<file path="config.mk">
export PLATFORM = sky130hd
export DESIGN_NAME = pipe_ctrl
export DESIGN_NICKNAME = d
export VERILOG_FILES = /design/src/rtl/pipe_ctrl_pkg.sv /design/src/rtl/pipe_ctrl_stall_watchdog.sv /design/src/rtl/pipe_ctrl.sv
export SDC_FILE = /design/constraint.sdc
export NUM_CORES = 1
export LEC_CHECK = 0
export BUFFER_PORTS_ARGS = -buffer_cell sky130_fd_sc_hd__buf_4
export CAP_MARGIN = 15
export CORE_UTILIZATION = 59
export DETAILED_ROUTE_END_ITERATION = 10
export GPL_TIMING_DRIVEN = 0
export MAX_ROUTING_LAYER = met4
export PLACE_DENSITY_LB_ADDON = 0.08
export SLEW_MARGIN = 20
export SYNTH_ARGS = -nofsm -noshare
export SYNTH_HDL_FRONTEND = slang
export SYNTH_SLANG_ARGS = --single-unit
</file>
<file path="constraint.sdc">
create_clock -name clk -period 4.7 [get_ports clk]
set_clock_uncertainty 0.15 [all_clocks]
set_input_delay 0.47 -clock clk [delete_from_list [all_inputs] [get_ports clk]]
set_output_delay 0.47 -clock clk [all_outputs]
set_load 0.01 [all_outputs]
</file>
<file path="src/rtl/pipe_ctrl_pkg.sv">
// ---------------------------------------------------------------------------
// pipe_ctrl_pkg
// Shared definitions for the pipeline stall/flush controller:
//   - stall vector encodings (bit0 PC, 1 IF, 2 ID, 3 EX, 4 MEM, 5 WB)
//   - controller FSM state type
//   - Enable/Disable, ZeroWord, watchdog counter width
//   - stall_decode(): priority merge of per-stage stall requests
// ---------------------------------------------------------------------------
package pipe_ctrl_pkg;

    localparam logic [5:0] StallNone = 6'b000000;
    localparam logic [5:0] StallIF   = 6'b000011;
    localparam logic [5:0] StallID   = 6'b000111;
    localparam logic [5:0] StallEX   = 6'b001111;
    localparam logic [5:0] StallMEM  = 6'b011111;

    localparam logic        Enable   = 1'b1;
    localparam logic        Disable  = 1'b0;
    localparam logic [31:0] ZeroWord = 32'h0000_0000;

    // Wide enough for TIMEOUT up to 1023.
    localparam int unsigned WdWidth = 10;

    typedef enum logic [1:0] {
        StIdle  = 2'd0,
        StBusy  = 2'd1,
        StFlush = 2'd2
    } pipe_state_e;

    // Highest requesting stage wins; holding a stage holds everything upstream.
    function automatic logic [5:0] stall_decode(
        input logic req_mem,
        input logic req_ex,
        input logic req_id,
        input logic req_if
    );
        if (req_mem)     return StallMEM;
        else if (req_ex) return StallEX;
        else if (req_id) return StallID;
        else if (req_if) return StallIF;
        else             return StallNone;
    endfunction

endpackage

</file>
<file path="src/rtl/pipe_ctrl_stall_watchdog.sv">
// ---------------------------------------------------------------------------
// pipe_ctrl_stall_watchdog
// Counts consecutive cycles with the PC held and fires a one-cycle pulse when
// the count reaches TIMEOUT. Also keeps the sticky timeout flag and a
// saturating count of all PC-held cycles.
// Ports:
//   clk            in   core clock
//   rst_n          in   asynchronous active-low reset
//   i_stall_pc     in   stall[0] of the merged stall vector
//   i_flush        in   controller is in its FLUSH state
//   o_fire         out  combinational pulse: TIMEOUT-th consecutive held cycle
//   o_timeout      out  sticky watchdog flag
//   o_stall_cycles out  saturating count of PC-held cycles
// ---------------------------------------------------------------------------
module pipe_ctrl_stall_watchdog
    import pipe_ctrl_pkg::*;
#(
    parameter int unsigned TIMEOUT = 255,
    parameter int unsigned CNT_W   = 32
) (
    input  logic             clk,
    input  logic             rst_n,
    input  logic             i_stall_pc,
    input  logic             i_flush,
    output logic             o_fire,
    output logic             o_timeout,
    output logic [CNT_W-1:0] o_stall_cycles
);

    localparam logic [WdWidth-1:0] WdLast = WdWidth'(TIMEOUT - 1);

    logic [WdWidth-1:0] r_wd;
    logic               r_timeout;
    logic [CNT_W-1:0]   r_stall_cycles;
    logic               w_fire;

    // r_wd holds the number of earlier consecutive held cycles, so the
    // TIMEOUT-th held cycle is the one that sees TIMEOUT-1.
    assign w_fire = i_stall_pc && (r_wd == WdLast);

    always_ff @(posedge clk or negedge rst_n) begin
        if (!rst_n) begin
            r_wd           <= '0;
            r_timeout      <= Disable;
            r_stall_cycles <= '0;
        end else begin
            if (w_fire || !i_stall_pc || i_flush)
                r_wd <= '0;
            else
                r_wd <= r_wd + WdWidth'(1);

            if (w_fire)
                r_timeout <= Enable;

            if (i_stall_pc && (r_stall_cycles != '1))
                r_stall_cycles <= r_stall_cycles + CNT_W'(1);
        end
    end

    assign o_fire         = w_fire;
    assign o_timeout      = r_timeout;
    assign o_stall_cycles = r_stall_cycles;

endmodule

</file>
<file path="src/rtl/pipe_ctrl.sv">
// ---------------------------------------------------------------------------
// pipe_ctrl
// Pipeline stall/flush controller for the five-stage core. Merges per-stage
// stall requests into the 6-bit stall vector, holds EX for counted
// multi-cycle operations, and issues one-cycle flushes on exceptions and on
// stall watchdog timeout.
// Ports:
//   clk           in   core clock
//   rst           in   asynchronous active-low reset
//   stallreq_if   in   fetch not ready
//   stallreq_id   in   load-use hazard
//   stallreq_ex   in   EX external stall request
//   stallreq_mem  in   data access not ready
//   mc_start      in   EX begins a multi-cycle op this cycle
//   mc_len [5:0]  in   total EX occupancy of that op, in cycles
//   mc_cancel     in   abort running multi-cycle op
//   flush_req     in   exception taken in MEM
//   stall [5:0]   out  hold per stage (bit0 PC .. bit5 WB)
//   flush         out  registered one-cycle flush pulse
//   mc_busy       out  multi-cycle op in progress
//   timeout       out  sticky watchdog flag
//   stall_cycles  out  saturating count of PC-held cycles
// ---------------------------------------------------------------------------
module pipe_ctrl
    import pipe_ctrl_pkg::*;
#(
    parameter int unsigned TIMEOUT = 255,
    parameter int unsigned CNT_W   = 32
) (
    input  logic             clk,
    input  logic             rst,
    input  logic             stallreq_if,
    input  logic             stallreq_id,
    input  logic             stallreq_ex,
    input  logic             stallreq_mem,
    input  logic             mc_start,
    input  logic [5:0]       mc_len,
    input  logic             mc_cancel,
    input  logic             flush_req,
    output logic [5:0]       stall,
    output logic             flush,
    output logic             mc_busy,
    output logic             timeout,
    output logic [CNT_W-1:0] stall_cycles
);

    pipe_state_e r_state;
    pipe_state_e w_state_nxt;
    logic [5:0]  r_rem;
    logic [5:0]  w_rem_nxt;
    logic        w_hold_ex;
    logic        w_fire;
    logic        w_flush;
    logic [5:0]  w_stall_raw;
    logic        w_stall_pc;

    assign w_flush = (r_state == StFlush);

    // EX hold is derived without the watchdog fire so that the fire ->
    // next-state path never loops back into stall[0].
    always_comb begin
        w_hold_ex = Disable;
        if (!flush_req) begin
            case (r_state)
                StIdle:  w_hold_ex = mc_start && (mc_len >= 6'd2);
                StBusy:  w_hold_ex = !mc_cancel && (r_rem != '0);
                default: w_hold_ex = Disable;
            endcase
        end
    end

    always_comb begin
        w_stall_raw = stall_decode(stallreq_mem, stallreq_ex || w_hold_ex,
                                   stallreq_id, stallreq_if);
    end

    assign stall = (!rst || w_flush) ? StallNone : w_stall_raw;

    // Same as stall[0] whenever the watchdog is out of reset; the reset term
    // is left out so the reset net only ever reaches flops asynchronously.
    assign w_stall_pc = w_stall_raw[0] && !w_flush;

    always_comb begin
        w_state_nxt = r_state;
        w_rem_nxt   = r_rem;
        if (flush_req || w_fire) begin
            w_state_nxt = StFlush;
            w_rem_nxt   = '0;
        end else if (mc_cancel && (r_state == StBusy)) begin
            w_state_nxt = StIdle;
            w_rem_nxt   = '0;
        end else begin
            case (r_state)
                StIdle: begin
                    if (mc_start && (mc_len >= 6'd2)) begin
                        w_state_nxt = StBusy;
                        w_rem_nxt   = mc_len - 6'd2;
                    end
                end
                StBusy: begin
                    if (r_rem != '0)
                        w_rem_nxt = r_rem - 6'd1;
                    else
                        w_state_nxt = StIdle;
                end
                StFlush: w_state_nxt = StIdle;
                default: w_state_nxt = StIdle;
            endcase
        end
    end

    always_ff @(posedge clk or negedge rst) begin
        if (!rst) begin
            r_state <= StIdle;
            r_rem   <= '0;
        end else begin
            r_state <= w_state_nxt;
            r_rem   <= w_rem_nxt;
        end
    end

    assign flush   = w_flush;
    assign mc_busy = (r_state == StBusy);

    pipe_ctrl_stall_watchdog #(
        .TIMEOUT (TIMEOUT),
        .CNT_W   (CNT_W)
    ) u_stall_watchdog (
        .clk            (clk),
        .rst_n          (rst),
        .i_stall_pc     (w_stall_pc),
        .i_flush        (w_flush),
        .o_fire         (w_fire),
        .o_timeout      (timeout),
        .o_stall_cycles (stall_cycles)
    );

endmodule

</file>
==> results of run 1 <==
## cells in the mapped netlist, types with 2 or more instances
library cell	number
dfrtp_1	51
xor2_1	26
nor2_1	23
nand2_1	19
nand3_1	18
nand4_1	16
nor3_1	15
xnor2_1	15
inv_1	14
and3_1	11
nor4_1	9
ha_1	5
o21ai_0	5
a211oi_1	4
clkbuf_1	4
a211o_1	3
a21oi_1	3
and4_1	3
nand2b_1	3
o22ai_1	3
or4_1	3
a21o_1	2
a32o_1	2
and2_1	2
buf_2	2
buf_4	2
buf_6	2
nor3b_1	2
nor4_2	2
o211a_1	2
o31ai_1	2
or3_1	2
## cells by family after synthesis
family	share of synthesized area [%]
fa+ha+maj	2.21
mux	0.397
buf+inv	4.20
simple gates	26.1
compound gates	9.28
xor+xnor	12.7
other cells	0.132
flops	45.1
## metal layers
layer | up-vias | track usage, %
li1 | 1164 | -
met1 | 1182 | 38.3
met2 | 92 | 43.5
met3 | 12 | 5.63
met4 | 0 | 9.33
met5 | - | -
## report_power, final
part,total [mW],switching [mW],internal [mW],leakage (nW)
logic,0.222,0.114,0.108,0.860
registers,0.523,0.0450,0.478,0.647
clock network,0.246,0.141,0.104,0.0412
## through the flow
step	instances	total power, mW	instance area (µm²)	utilization [%]	hold slack (ns)
final	404	0.990	3390	75.7	0.0404
after global routing	404	1.04	3390	75.7	0.0939
after CTS	404	0.993	3390	75.7	0.0593
after detailed placement	396	0.752	3300	73.8	0.301
after global placement	396	0.744	3300	73.8	0.291
after floorplan	290	0.647	2830	-	0.0244
## flip-flops by register name, summed over array words and instances (netlist names)
name                             count
r_rem                                6
u_stall_watchdog.o_timeout           1
r_state                              2
u_stall_watchdog.o_stall_cycles     32
u_stall_watchdog.r_wd               10
## critical path: stages (launching register included)
cell	delay (ns)
dfrtp_1	0.41
inv_1	0.08
ha_1	0.21
nor3b_1	0.49
a211o_1	0.28
nand2_1	0.10
or3_1	0.35
o211a_1	0.22
buf_4	0.14
## path summary, 6_finish.rpt
path	endpoint	slack [ns]	cells past startpoint
worst max register to register	u_stall_watchdog.o_stall_cycles[31]	1.81	8
min in group clk	u_stall_watchdog.o_timeout	0.32	1
worst min register to register	u_stall_watchdog.o_timeout	0.32	1
worst max-delay path	stall[2]	1.51	8
max in group asynchronous	r_rem[5]	3.91	1
worst min-delay path	u_stall_watchdog.r_wd[2]	0.04	1
## area by class of cell
class	instances	share of cell area, %
Sequential cell	51	37.7
Clock buffer	6	2.14
Buffer	11	1.96
Tap cell	52	1.92
Inverter	14	1.55
Timing Repair Buffer	54	12.0
Clock inverter	2	0.369
Multi-Input combinational cell	214	42.4
==> out/metrics.yaml, run 1 <==
top_layer_used: "met4"
synth_ff_type: "dfrtp_1"
die_x_um: 71.3
die_y_um: 71.3
place.gp.congestion: 0.870
diodes: 0
synth_edf_count: 0
r2r-start: "u_stall_watchdog.o_stall_cycles[0]"
critPathKind: "reg -> out"
fin_crit_sh_pct: 68.0
arrival_ns: 2.57
grt_max_degree: 56
overflow: 0
peakVddDrop_v: 0.000173
wl_per_cell_um: 15.8
wl_met1_um: 2890
synth_area_leader_cell: "dfrtp_1"
maxCapViolations: 0
rsz0062_at_grt: "false"
portBuffers: 54
cp_max_fo: 4
syn_area_per_cell_um2: 9.77
place_hpwl_um: 4640
final_cell_mix: "56 x buf_4, 51 x dfrtp_1, 26 x xor2_1"
ctsHtreeMaxLevel: 2
slew_violations: 0
hold_buffers: 0
die_area_um2: 5080
ios: 56
cts.repair.resized: 0
ys_ff_latch: 51
cts_tree: "done"
rows: 24
startpoint: "r_rem[0]"
setup_ws_ns: 1.51
powerDensity_nw_per_um2: 292
dr_wl_met3_um: 424
hold_path.class: "in -> async"
start_util_pct: 63.3
antenna_found_initial: 0
cp-end-kind: "output port"
cp_data_required_time_ns: 4.08
start_kind: "register"
leakagePower_nw: 1.55
clk_pin_slew_ns: 0.09
routed-wl-met2_um: 2990
setup_tns_ns: 0
max_freq_mhz: 313
ys_warn_count: 0
gr-usage-all-layers_pct: 28.4
route.detailed.drc: 7
violations: "DRC"
relSlewSlack_pct: 55.9
syn_inst: 290
grt_pass1_vias: 2314
core_area_um2: 4470
ys_top_cells_by_area: "dfrtp_1 45%, xor2_1 8.0%, xnor2_1 4.6%, nand4_1 3.5%, nand3_1 3.2%"
synth_nets: 310
num_vias: 2450
worst_pin_slew_ns: 0.658
layout_commonest_cell: "buf_4"
ys_seq_area_share_pct: 45.1
syn_to_final_growth_pct: 19.6
grt_pass1_wl_um: 10800
dr.pass1.iters: 9
hold_violations: 0
ant_nets: 0
yosysUniqueCellTypes: 47
seq_area_um2: 1280
cts_root_buf: "clkbuf_8"
nets: 371
cts.sinks: 51
n_fill_cell: 348
drtIter0Drc: 171
setup_viol: 0
netlist_area_um2: 2830
timing.final.crit_period_ns: 3.19
outcome: "complete, but fails checks"
synthArstFlopShare_pct: 100
cts_inserted_buffers: 5
wirelength_um: 6390
pre_cts_ws_ns: 1.67
via_per_inst: 6.06
multi_input_area_um2: 1440
clock_latency_ns: 0.30
yosysTopAreaCellShare_pct: 45.1
drive_gt1_share_pct: 21.3
clock_path_buffers: 2
post_cts_buffers: 0
(Power assumes the default switching activity.)
==> run 2, diff against run 1 <==
Settings changed: CORE_UTILIZATION 59 to 50.
Clock period 4.7 ns to 2.8 ns, I/O delays scaled along.
==> out/metrics.yaml, run 2 (synthesis gave the netlist of run 1 again) <==
nets: 374
power_mw: 1.70
hold_path.class: "in -> reg"
cts.sinks: 51
relSlewSlack_pct: 51.7
die_y_um: 77.3
antenna_found_initial: 0
num_vias: 2479
grt_max_degree: 56
place_hpwl_um: 4610
slew_violations: 0
rows: 27
cts_tree: "done"
wl_per_cell_um: 15.4
wirelength_um: 6580
rsz0062_at_grt: "false"
ant_nets: 0
syn_to_final_growth_pct: 23.8
max_freq_mhz: 366
largest_reg_flops: 32
clock_latency_ns: 0.31
multi_input_area_um2: 1500
seq_area_um2: 1280
gr-usage-all-layers_pct: 23.9
die_x_um: 77.3
cp_data_required_time_ns: 2.37
ios: 56
cp-end-kind: "output port"
hold_violations: 0
diodes: 0
peakVddDrop_v: 0.000303
timing.final.crit_period_ns: 2.73
cts_root_buf: "clkbuf_8"
outcome: "completed"
start_util_pct: 51.8
core_area_um2: 5470
grt_pass1_vias: 2313
clk_pin_slew_ns: 0.08
drtIter0Drc: 151
place.gp.congestion: 0.837
ctsHtreeMaxLevel: 2
fin_crit_sh_pct: 97.6
critPathKind: "reg -> out"
powerDensity_nw_per_um2: 485
grt_pass1_wl_um: 11000
route.detailed.drc: 0
start_kind: "register"
cts_inserted_buffers: 5
portBuffers: 54
dr.pass1.iters: 4
worst_pin_slew_ns: 0.720
maxCapViolations: 0
layout_commonest_cell: "buf_4"
whs_ns: 0.225
drive_gt1_share_pct: 24.6
final_cell_mix: "58 x buf_4, 51 x dfrtp_1, 26 x xor2_1"
cp_max_fo: 9
setup_viol: 0
via_per_inst: 5.82
n_fill_cell: 472
leakagePower_nw: 1.60
clock_path_buffers: 2
arrival_ns: 2.30
overflow: 0
die_area_um2: 5970
[run 2: path summary, 6_finish.rpt]
kind                                                           from                             endpoint  slack (ns)  cells after the start
worst max-delay path                                     r_state[1]                             stall[1]        0.07                      8
worst min-delay path                                      flush_req                           r_state[1]        0.23                      3
worst max register to register  u_stall_watchdog.o_stall_cycles[13]  u_stall_watchdog.o_stall_cycles[15]        0.20                      7
worst min register to register           u_stall_watchdog.o_timeout           u_stall_watchdog.o_timeout        0.31                      1
max in group asynchronous                                       rst             u_stall_watchdog.r_wd[0]        1.65                      2
min in group asynchronous                                       rst   u_stall_watchdog.o_stall_cycles[7]        0.40                      2
[run 2: power breakdown]
| part | total [mW] | switching (mW) | internal (mW) |
|---|---|---|---|
| Sequential | 0.882 | 0.0797 | 0.802 |
| Clock | 0.430 | 0.236 | 0.194 |
| Combinational | 0.390 | 0.197 | 0.193 |
[run 2: cell type report]
| class | count | area share, % |
|---|---|---|
| clock inverters | 1 | 0.143 |
| flip-flops and latches | 51 | 36.4 |
| plain buffers | 11 | 1.89 |
| well taps | 72 | 2.57 |
| repair buffers | 57 | 12.3 |
| inverters | 14 | 1.50 |
| multi-input cells | 214 | 42.9 |
| clock buffers | 6 | 2.35 |
[run 2: repair_timing]
| item | in CTS | in global routing |
|---|---|---|
| cloned | 0 | 0 |
| pin swaps | 1 | 2 |
| endpoints found under the setup margin | 11 | 13 |
| resized for setup | 3 | 10 |
| hold buffers | 1 | 0 |
| endpoints found under the hold margin | 51 | 0 |
| buffers inserted | 1 | 1 |
[run 2: layer usage]
| metal | vias up | GRT usage (%) | wire [µm] |
|---|---|---|---|
| li1 | 1163 | - | - |
| met1 | 1216 | 30.4 | 2780 |
| met2 | 90 | 37.6 | 3370 |
| met3 | 10 | 4.40 | 339 |
| met4 | 0 | 10.0 | 92 |
| met5 | - | - | 0 |
[run 2: worst max-delay path: stages (launching register included)]
cell and delay (ns):
dfrtp_1 0.38, buf_2 0.16, or3b_1 0.40, buf_6 0.15, a211o_4 0.33, a31oi_4 0.21, and2_4 0.17, buf_4 0.10
buf_4 0.11
[run 2: metrics by stage]
step                      setup slack, ns  cell area (µm²)  TNS (ns)  utilization [%]  cells
after floorplan                     0.398             2830         0                -    290
after global placement            -0.0230             3330   -0.0647             60.8    416
after detailed placement          -0.0348             3330    -0.173             60.8    416
final                              0.0673             3510         0             64.1    426
after CTS                          0.0248             3450         0             63.1    425
after global routing              0.00503             3510         0             64.1    426
